==> src/rtl/reg_write_arbiter_pkg.sv <==
// Shared types and default parameters for the shared-register write arbiter.
package reg_write_arbiter_pkg;

  typedef enum logic {
    IDLE = 1'b0,
    OWN  = 1'b1
  } state_t;

  localparam int N_DEFAULT         = 4;
  localparam int W_DEFAULT         = 8;
  localparam int MAX_BURST_DEFAULT = 4;

endpackage

==> src/rtl/reg_write_arbiter_rr_picker.sv <==
// Combinational round-robin picker: first set request at or above ptr, wrapping.
module rr_picker #(
  parameter int N  = 4,
  parameter int IW = (N > 1) ? $clog2(N) : 1
) (
  input  logic [N-1:0]  req,
  input  logic [IW-1:0] ptr,
  output logic          valid,
  output logic [IW-1:0] index
);

  // Scan from the farthest offset down so the closest request to ptr wins last.
  always_comb begin
    int j;
    valid = 1'b0;
    index = '0;
    j     = 0;
    for (int k = N - 1; k >= 0; k--) begin
      j = int'(ptr) + k;
      if (j >= N) j = j - N;
      if (req[j]) begin
        valid = 1'b1;
        index = IW'(j);
      end
    end
  end

endmodule

==> src/rtl/reg_write_arbiter.sv <==
// N requesters share one W-bit register; round-robin grants with bounded bursts.
module reg_write_arbiter
  import reg_write_arbiter_pkg::*;
#(
  parameter int N         = N_DEFAULT,
  parameter int W         = W_DEFAULT,
  parameter int MAX_BURST = MAX_BURST_DEFAULT,
  parameter int IW        = (N > 1) ? $clog2(N) : 1
) (
  input  logic            clk,
  input  logic            rst,
  input  logic [N-1:0]    req,
  input  logic [N*W-1:0]  data_in,
  output logic [N-1:0]    grant,
  output logic [W-1:0]    q,
  output logic            q_wr,
  output logic [IW-1:0]   owner,
  output logic            busy
);

  localparam logic [3:0] BURST_LIMIT = 4'(MAX_BURST);

  state_t          state_reg, state_next;
  logic [N-1:0]    grant_reg, grant_next;
  logic [W-1:0]    q_reg, q_next;
  logic            q_wr_reg, q_wr_next;
  logic [IW-1:0]   owner_reg, owner_next;
  logic [IW-1:0]   ptr_reg, ptr_next;
  logic [3:0]      cnt_reg, cnt_next;
  logic            pick_valid;
  logic [IW-1:0]   pick_index;

  rr_picker #(.N(N), .IW(IW)) u_picker (
    .req   (req),
    .ptr   (ptr_reg),
    .valid (pick_valid),
    .index (pick_index)
  );

  always_ff @(posedge clk) begin
    if (rst) begin
      state_reg <= IDLE;
      grant_reg <= '0;
      q_reg     <= '0;
      q_wr_reg  <= 1'b0;
      owner_reg <= '0;
      ptr_reg   <= '0;
      cnt_reg   <= '0;
    end else begin
      state_reg <= state_next;
      grant_reg <= grant_next;
      q_reg     <= q_next;
      q_wr_reg  <= q_wr_next;
      owner_reg <= owner_next;
      ptr_reg   <= ptr_next;
      cnt_reg   <= cnt_next;
    end
  end

  always_comb begin
    logic leave;
    state_next = state_reg;
    grant_next = grant_reg;
    q_next     = q_reg;
    q_wr_next  = 1'b0;
    owner_next = owner_reg;
    ptr_next   = ptr_reg;
    cnt_next   = cnt_reg;
    leave      = 1'b0;

    case (state_reg)
      IDLE: begin
        if (pick_valid) begin
          state_next             = OWN;
          grant_next             = '0;
          grant_next[pick_index] = 1'b1;
          owner_next             = pick_index;
          cnt_next               = '0;
        end
      end
      OWN: begin
        if (req[owner_reg]) begin
          q_next    = data_in[owner_reg*W +: W];
          q_wr_next = 1'b1;
          cnt_next  = cnt_reg + 4'd1;
          leave     = ((cnt_reg + 4'd1) == BURST_LIMIT);
        end else begin
          leave = 1'b1;
        end
      end
      default: state_next = IDLE;
    endcase

    // Leaving OWN always passes priority to the requester after the owner.
    if (leave) begin
      state_next = IDLE;
      grant_next = '0;
      ptr_next   = (owner_reg == IW'(N - 1)) ? '0 : owner_reg + 1'b1;
    end
  end

  assign grant = grant_reg;
  assign q     = q_reg;
  assign q_wr  = q_wr_reg;
  assign owner = owner_reg;
  assign busy  = (state_reg == OWN);

endmodule

==> config.mk <==
export PLATFORM = sky130hd
export DESIGN_NAME = reg_write_arbiter
export DESIGN_NICKNAME = d
export VERILOG_FILES = /design/src/rtl/reg_write_arbiter_pkg.sv /design/src/rtl/reg_write_arbiter_rr_picker.sv /design/src/rtl/reg_write_arbiter.sv
export SDC_FILE = /design/constraint.sdc
export NUM_CORES = 1
export LEC_CHECK = 0
export CAP_MARGIN = 20
export CORE_ASPECT_RATIO = 1.4
export CORE_MARGIN = 2
export CORE_UTILIZATION = 30
export CTS_CLUSTER_DIAMETER = 60
export DETAILED_ROUTE_END_ITERATION = 8
export PLACE_DENSITY_LB_ADDON = 0.25
export SETUP_SLACK_MARGIN = 0.4
export SLEW_MARGIN = 20
export SYNTH_ARGS = -nofsm -noshare
export SYNTH_HDL_FRONTEND = slang
export SYNTH_SLANG_ARGS = --single-unit
export TNS_END_PERCENT = 5
==> constraint.sdc <==
create_clock -name clk -period 1.6 [get_ports clk]
set_input_delay 0.24 -clock clk [delete_from_list [all_inputs] [get_ports clk]]
set_output_delay 0.24 -clock clk [all_outputs]
set_load 0.02 [all_outputs]
==> results of run 1 <==
-- metal layers --
metal | wire length (um) | global-route usage | vias to the layer above | part of all wire
li1 | - | - | 549 | -
met1 | 1040 | 0.160 | 570 | 0.34
met2 | 1850 | 0.285 | 36 | 0.60
met3 | 164 | 0.0304 | 2 | 0.053
met4 | 23 | 0.0571 | 0 | 0.0075
met5 | 0 | 0 | - | 0
-- report_power, final --
group	internal, mW	total, mW	switching (mW)
logic	0.240	0.429	0.189
clock network	0.177	0.344	0.167
registers	0.582	0.611	0.0291
total	1.00	1.38	0.385
-- cells in the mapped netlist (all sizes together) --
cell type | number | area [um2]
a22o | 1 | 8.76
a41oi | 1 | 16.3
xor2 | 2 | 17.5
nand3 | 7 | 35.0
nand3b | 2 | 15.0
nand2 | 10 | 40.0
mux2i | 9 | 90.1
a31oi | 1 | 6.26
o21ai | 1 | 5.00
inv | 4 | 15.0
nand2b | 3 | 18.8
nor4 | 1 | 6.26
ha | 3 | 37.5
buf | 5 | 26.3
a21oi | 14 | 70.1
o21a | 1 | 7.51
nor2 | 16 | 62.6
or3 | 2 | 12.5
dfxtp | 22 | 440
clkbuf | 1 | 3.75
or2 | 1 | 6.26
a211oi | 1 | 7.51
mux4 | 9 | 203
-- stage by stage --
stage,setup WS (ns),area (um2),util,setup TNS [ns],hold slack (ns)
floorplan,-0.0256,1160,-,-0.152,0.430
global placement,-0.263,1810,0.493,-4.30,0.441
detailed placement,-0.340,1810,0.493,-5.12,0.444
CTS,0.0103,1890,0.515,0,0.463
global route,-0.0325,1920,0.522,-0.0328,0.493
finish,0.0112,1920,0.522,0,0.467
-- worst max-delay path by stage --
stage	end	slack [ns]	depth (start not counted)
2_1_floorplan	ptr_reg[0]	-0.03	5
3_3_place_gp	ptr_reg[0]	-0.26	6
3_5_place_dp	grant[0]	-0.34	8
4_1_cts	ptr_reg[0]	0.01	5
5_1_grt	ptr_reg[0]	-0.03	5
6_report	ptr_reg[0]	0.01	5
-- timing repair --
| item | in CTS | in global routing |
|---|---|---|
| pin swaps | 12 | 11 |
| gates resized for setup | 40 | 23 |
| endpoints found under the setup margin | 38 | 37 |
| gates cloned | 0 | 0 |
-- layout make-up --
class / instances / area (um2)
flip-flops and latches: 22 / 449
well taps: 42 / 52.6
fillers: 352 / 1760
clock buffers: 4 / 45.0
inverters: 4 / 15.0
repair buffers: 65 / 603
multi-input cells: 85 / 753
-- critical path: cells and delay by family, from the launching register on --
kind	cells	cell delay (ns)
AO/OA/AOI/OAI	2	0.18
flip-flops	1	0.35
multiplexers	1	0.54
AND/OR/NAND/NOR	2	0.46
-- kinds of logic (layout without fill, tap and decap cells) --
group | after synthesis | count (layout) | share of synthesized area
AOI/OAI and AO/OA | 20 | 20 | 0.105
and+or+nand+nor | 42 | 42 | 0.171
buffers and inverters | 10 | 73 | 0.0391
adders and majority gates | 3 | 3 | 0.0326
DFF | 22 | 22 | 0.383
xor gates and xnor gates | 2 | 2 | 0.0152
muxes | 18 | 18 | 0.254
==> flow_metrics.py, run 1 <==
metrics = {
    "clock_network": {
        "clockBufferDepth": 2,
        "clk-insertion-delay-late_ns": 0.26,
        "post_cts_buffers": 0,
        "numClockSinks": 22,
        "path_clk_slew_ns": 0.08,
        "hold_buffers": 0,
        "clockRootBuffer": "clkbuf_8",
        "cts_htree_levels": 1,
        "numCtsBuffers": 3,
        "cts_tree": "built",
    },
    "critical_path": {
        "critPathSlowestCell": "mux4_2",
        "r2r-end": "ptr_reg[0]",
        "critPathCaptureType": "register",
        "timing.rr.start": "owner[0]",
        "reg2reg_slack_ns": 0.01,
        "start_kind": "register",
        "startpoint": "owner[0]",
        "path_class": "register to register",
        "path_max_fanout": 3,
        "cp.required_ns": 1.80,
        "cp.arrival_ns": 1.79,
        "worstPathCellList": "mux4_2 > nor2_2 > a41oi_2 > or3_4 > a21oi_2",
        "worstRegToRegCells": 5,
        "slowest_delay_ns": 0.54,
    },
    "min_path": {
        "min_to": "grant[3]",
        "min_path_cells": 2,
        "hp-class": "register to register",
        "hold_start": "grant[3]",
    },
    "timing": {
        "finalMaxSlewViolations": 0,
        "tightest_slew_ns": 0.341,
        "max_slew_margin": 0.772,
        "finalHoldViolations": 0,
        "period_share": 0.993,
        "rsz0062_at_grt": "yes",
        "max_freq_mhz": 629,
        "skew_ns": 0.00423,
        "setup_viol": 0,
        "fin_crit_ns": 1.59,
    },
    "floorplanning": {
        "die_area_um2": 4360,
        "ios": 54,
        "die_w_um": 56.4,
        "start_util": 0.313,
        "fp.dieH_um": 77.3,
        "core_area_um2": 3680,
        "fp-row-count": 26,
    },
    "route": {
        "drt_iter0_markers": 27,
        "antenna_left": 0,
        "wl_per_cell_um": 13.9,
        "totalWireLength_mm": 3.08,
        "vias_per_cell": 5.21,
        "remaining_drc_errors": 0,
        "drtPass1Iterations": 4,
        "vias": 1157,
    },
    "placed_design": {
        "dp_hpwl_mm": 2.46,
        "placedCellCount": 218,
        "gp_congestion": 0.793,
        "numPortBuffers": 53,
    },
    "power": {
        "max-vdd-ir-drop_mv": 0.429,
        "total_power_mw": 1.38,
        "p_leak_nw": 0.778,
        "power_density_nw_per_um2": 722,
    },
    "outcome": {
        "outcome": "finished, final reports clean",
    },
    "finish": {
        "drive_gt1_frac": 0.294,
        "largest_reg_flops": 8,
        "final_cell_mix": "clkdlybuf4s50_1, dfxtp_1, nor2_1",
        "fin_nets": 222,
        "diodes": 0,
        "syn_to_final_growth_pct": 66.6,
        "stdcell_count": 222,
        "final_common_cell": "clkdlybuf4s50_1",
    },
    "synthesis": {
        "ys.warnings.count": 0,
        "syn_area_um2": 1150,
        "synthCells": 117,
        "yosysSeqAreaShare": 0.383,
        "yosys_register_bits": 22,
        "syn-num-nets": 158,
        "yosysUniqueCellTypes": 27,
        "avgSynthCellArea_um2": 9.84,
    },
    "global_routing": {
        "grt_overflow": 0,
        "grt_pass1_vias": 1151,
        "antenna_found_initial": 0,
        "grt_pass1_wl_mm": 5.18,
        "track_usage": 0.151,
        "grt_max_degree": 18,
    },
    "run": {
        "cap_viol_max_count": 0,
    },
}
No activity file was read; power rests on OpenSTA's default activity.
==> inputs of run 2 (changes only) <==
- REMOVE_ABC_BUFFERS: unset -> 1
- clock period: 1.6 -> 1.8 ns (I/O delays scaled with it)
==> run 2 against run 1 <==
Global-route usage is 0.88 points lower. Largest power group unchanged. Sequential power is 11% lower. Register-to-register slack better by 0.14 ns. Critical endpoint unchanged. Non-clock buffer count is 3 higher. Sequential share of layout area is 0.72 points lower. Largest cell class unchanged. First-iteration DRC count is 11% lower. Utilization is 0.75 points higher. Fmax is 3.7% lower. Clock-buffer cell count is 1 lower. Cell count is 1.4% higher. Total power is 0.22% higher.
==> flow_metrics.py, run 2 (same netlist as run 1, synthesis figures left out) <==
metrics = {
    "route": {
        "vias": 1134,
        "antenna_left": 0,
        "wl_per_cell_um": 13.4,
        "drtPass1Iterations": 4,
        "drt_iter0_markers": 24,
        "vias_per_cell": 5.04,
        "remaining_drc_errors": 0,
        "totalWireLength_mm": 3.02,
    },
    "critical_path": {
        "reg2reg_slack_ns": 0.15,
        "slowest_delay_ns": 0.55,
        "crit_end": "ptr_reg[0]",
        "worstPathCellList": "mux4_2 > nor2_2 > a41oi_2 > or3_1 > a21oi_2",
        "cp.required_ns": 2.00,
        "path_buf_inv": 0,
        "critPathSlowestCell": "mux4_2",
        "path_class": "register to register",
        "r2r-end": "ptr_reg[0]",
        "cp.arrival_ns": 1.85,
        "critPathCaptureType": "register",
        "startpoint": "owner[0]",
        "timing.rr.start": "owner[0]",
        "start_kind": "register",
        "cp.depth": 5,
        "path_delay_family": "multiplexers",
        "worstRegToRegCells": 5,
        "path_max_fanout": 3,
    },
    "finish": {
        "fin_nets": 225,
        "fin_area_um2": 1950,
        "diodes": 0,
        "largest_reg_flops": 8,
        "syn_to_final_growth_pct": 69.0,
        "drive_gt1_frac": 0.208,
        "final_common_cell": "clkdlybuf4s50_1",
        "final_cell_mix": "clkdlybuf4s50_1, dfxtp_1, nor2_1",
    },
    "timing": {
        "finalMaxSlewViolations": 0,
        "finalHoldViolations": 0,
        "setup_viol": 0,
        "period_share": 0.916,
        "fin_crit_ns": 1.65,
        "worst_slack_ns": 0.151,
        "tightest_slew_ns": 0.328,
        "max_freq_mhz": 606,
        "rsz0062_at_grt": "yes",
        "skew_ns": 0.00351,
        "max_slew_margin": 0.781,
    },
    "placed_design": {
        "dp_hpwl_mm": 2.47,
        "place_ws_ns": -0.132,
        "gp_congestion": 0.779,
        "numPortBuffers": 53,
        "placed_cell_area_um2": 1840,
    },
    "power": {
        "max-vdd-ir-drop_mv": 0.516,
        "power_density_nw_per_um2": 713,
        "p_leak_nw": 0.819,
    },
    "global_routing": {
        "grt_busiest_layer": "met2",
        "grt_overflow": 0,
        "grt_use_met1": 0.157,
        "grt_pass1_vias": 1155,
        "antenna_found_initial": 0,
        "gr-usage-met3": 0.0202,
        "grt_max_degree": 16,
        "grt_pass1_wl_mm": 4.96,
        "track_usage": 0.142,
        "grt_use_met2": 0.266,
    },
    "clock_network": {
        "numClockSinks": 22,
        "path_clk_slew_ns": 0.08,
        "cts_tree": "built",
        "cts_htree_levels": 1,
        "clockRootBuffer": "clkbuf_8",
        "hold_buffers": 0,
        "numCtsBuffers": 3,
        "clk-insertion-delay-late_ns": 0.26,
        "clockBufferDepth": 2,
    },
    "floorplanning": {
        "ios": 54,
        "fp-row-count": 26,
        "fp.dieH_um": 77.3,
        "start_util": 0.313,
        "die_w_um": 56.4,
        "die_area_um2": 4360,
        "core_area_um2": 3680,
    },
    "min_path": {
        "hp-class": "register to register",
    },
    "run": {
        "cap_viol_max_count": 0,
    },
    "outcome": {
        "outcome": "finished, final reports clean",
    },
}
==> run 2: tightest hold or removal path: cells and delay by family, from the launching register on <==
kind	cells	cell delay, ns
simple gates	1	0.05
compound gates	1	0.05
flops	1	0.31
==> run 2: worst min path at each step <==
stage,startpoint,to,depth (start not counted)
global route,grant[1],grant[1],2
CTS,grant[2],grant[2],2
finish,grant[2],grant[2],2
detailed placement,grant[2],grant[2],2
floorplan,rst,cnt_reg[1],1
global placement,grant[0],grant[0],2
==> run 2: power by group <==
part / switching [mW] / internal, mW / leakage (nW) / total, mW
logic: 0.159 / 0.233 / 0.603 / 0.392
clock network: 0.158 / 0.297 / 0.0357 / 0.454
registers: 0.0243 / 0.517 / 0.180 / 0.542
total: 0.340 / 1.05 / 0.819 / 1.39
==> run 2: stage by stage <==
step	TNS (ns)	utilization	power (mW)	hold WS (ns)	std cells
finish	0	0.529	1.39	0.452	225
global route	0	0.529	1.46	0.482	225
CTS	0	0.520	1.39	0.455	225
detailed placement	-1.45	0.501	0.943	0.446	221
global placement	-0.538	0.501	0.935	0.445	221
floorplan	-4.18	-	0.725	0.339	111
==> run 2: routing by layer <==
| layer | vias up | part of all wire |
|---|---|---|
| li1 | 553 | - |
| met1 | 554 | 0.38 |
| met2 | 25 | 0.58 |
| met3 | 2 | 0.028 |
| met4 | 0 | 0.0079 |
| met5 | - | 0 |
==> run 2: cell type report <==
class / count / area, um2
fillers: 346 / 1730
multi-input cells: 85 / 686
repair buffers: 68 / 679
flip-flops and latches: 22 / 442
well taps: 42 / 52.6
clock buffers: 3 / 41.3
clock inverters: 1 / 30.0
inverters: 4 / 15.0
==> run 2: repair_timing <==
| action | CTS | global route |
|---|---|---|
| endpoints found under the setup margin | 37 | 38 |
| pin swaps | 0 | 5 |
| buffers inserted | 0 | 0 |
| endpoints found under the hold margin | 0 | 0 |
| gates resized for setup | 2 | 11 |
==> inputs of run 3 (changes only) <==
- CAP_MARGIN: 20 -> unset
==> results of run 3 <==
Final layout, timing and power as in run 2 (identical DEF).
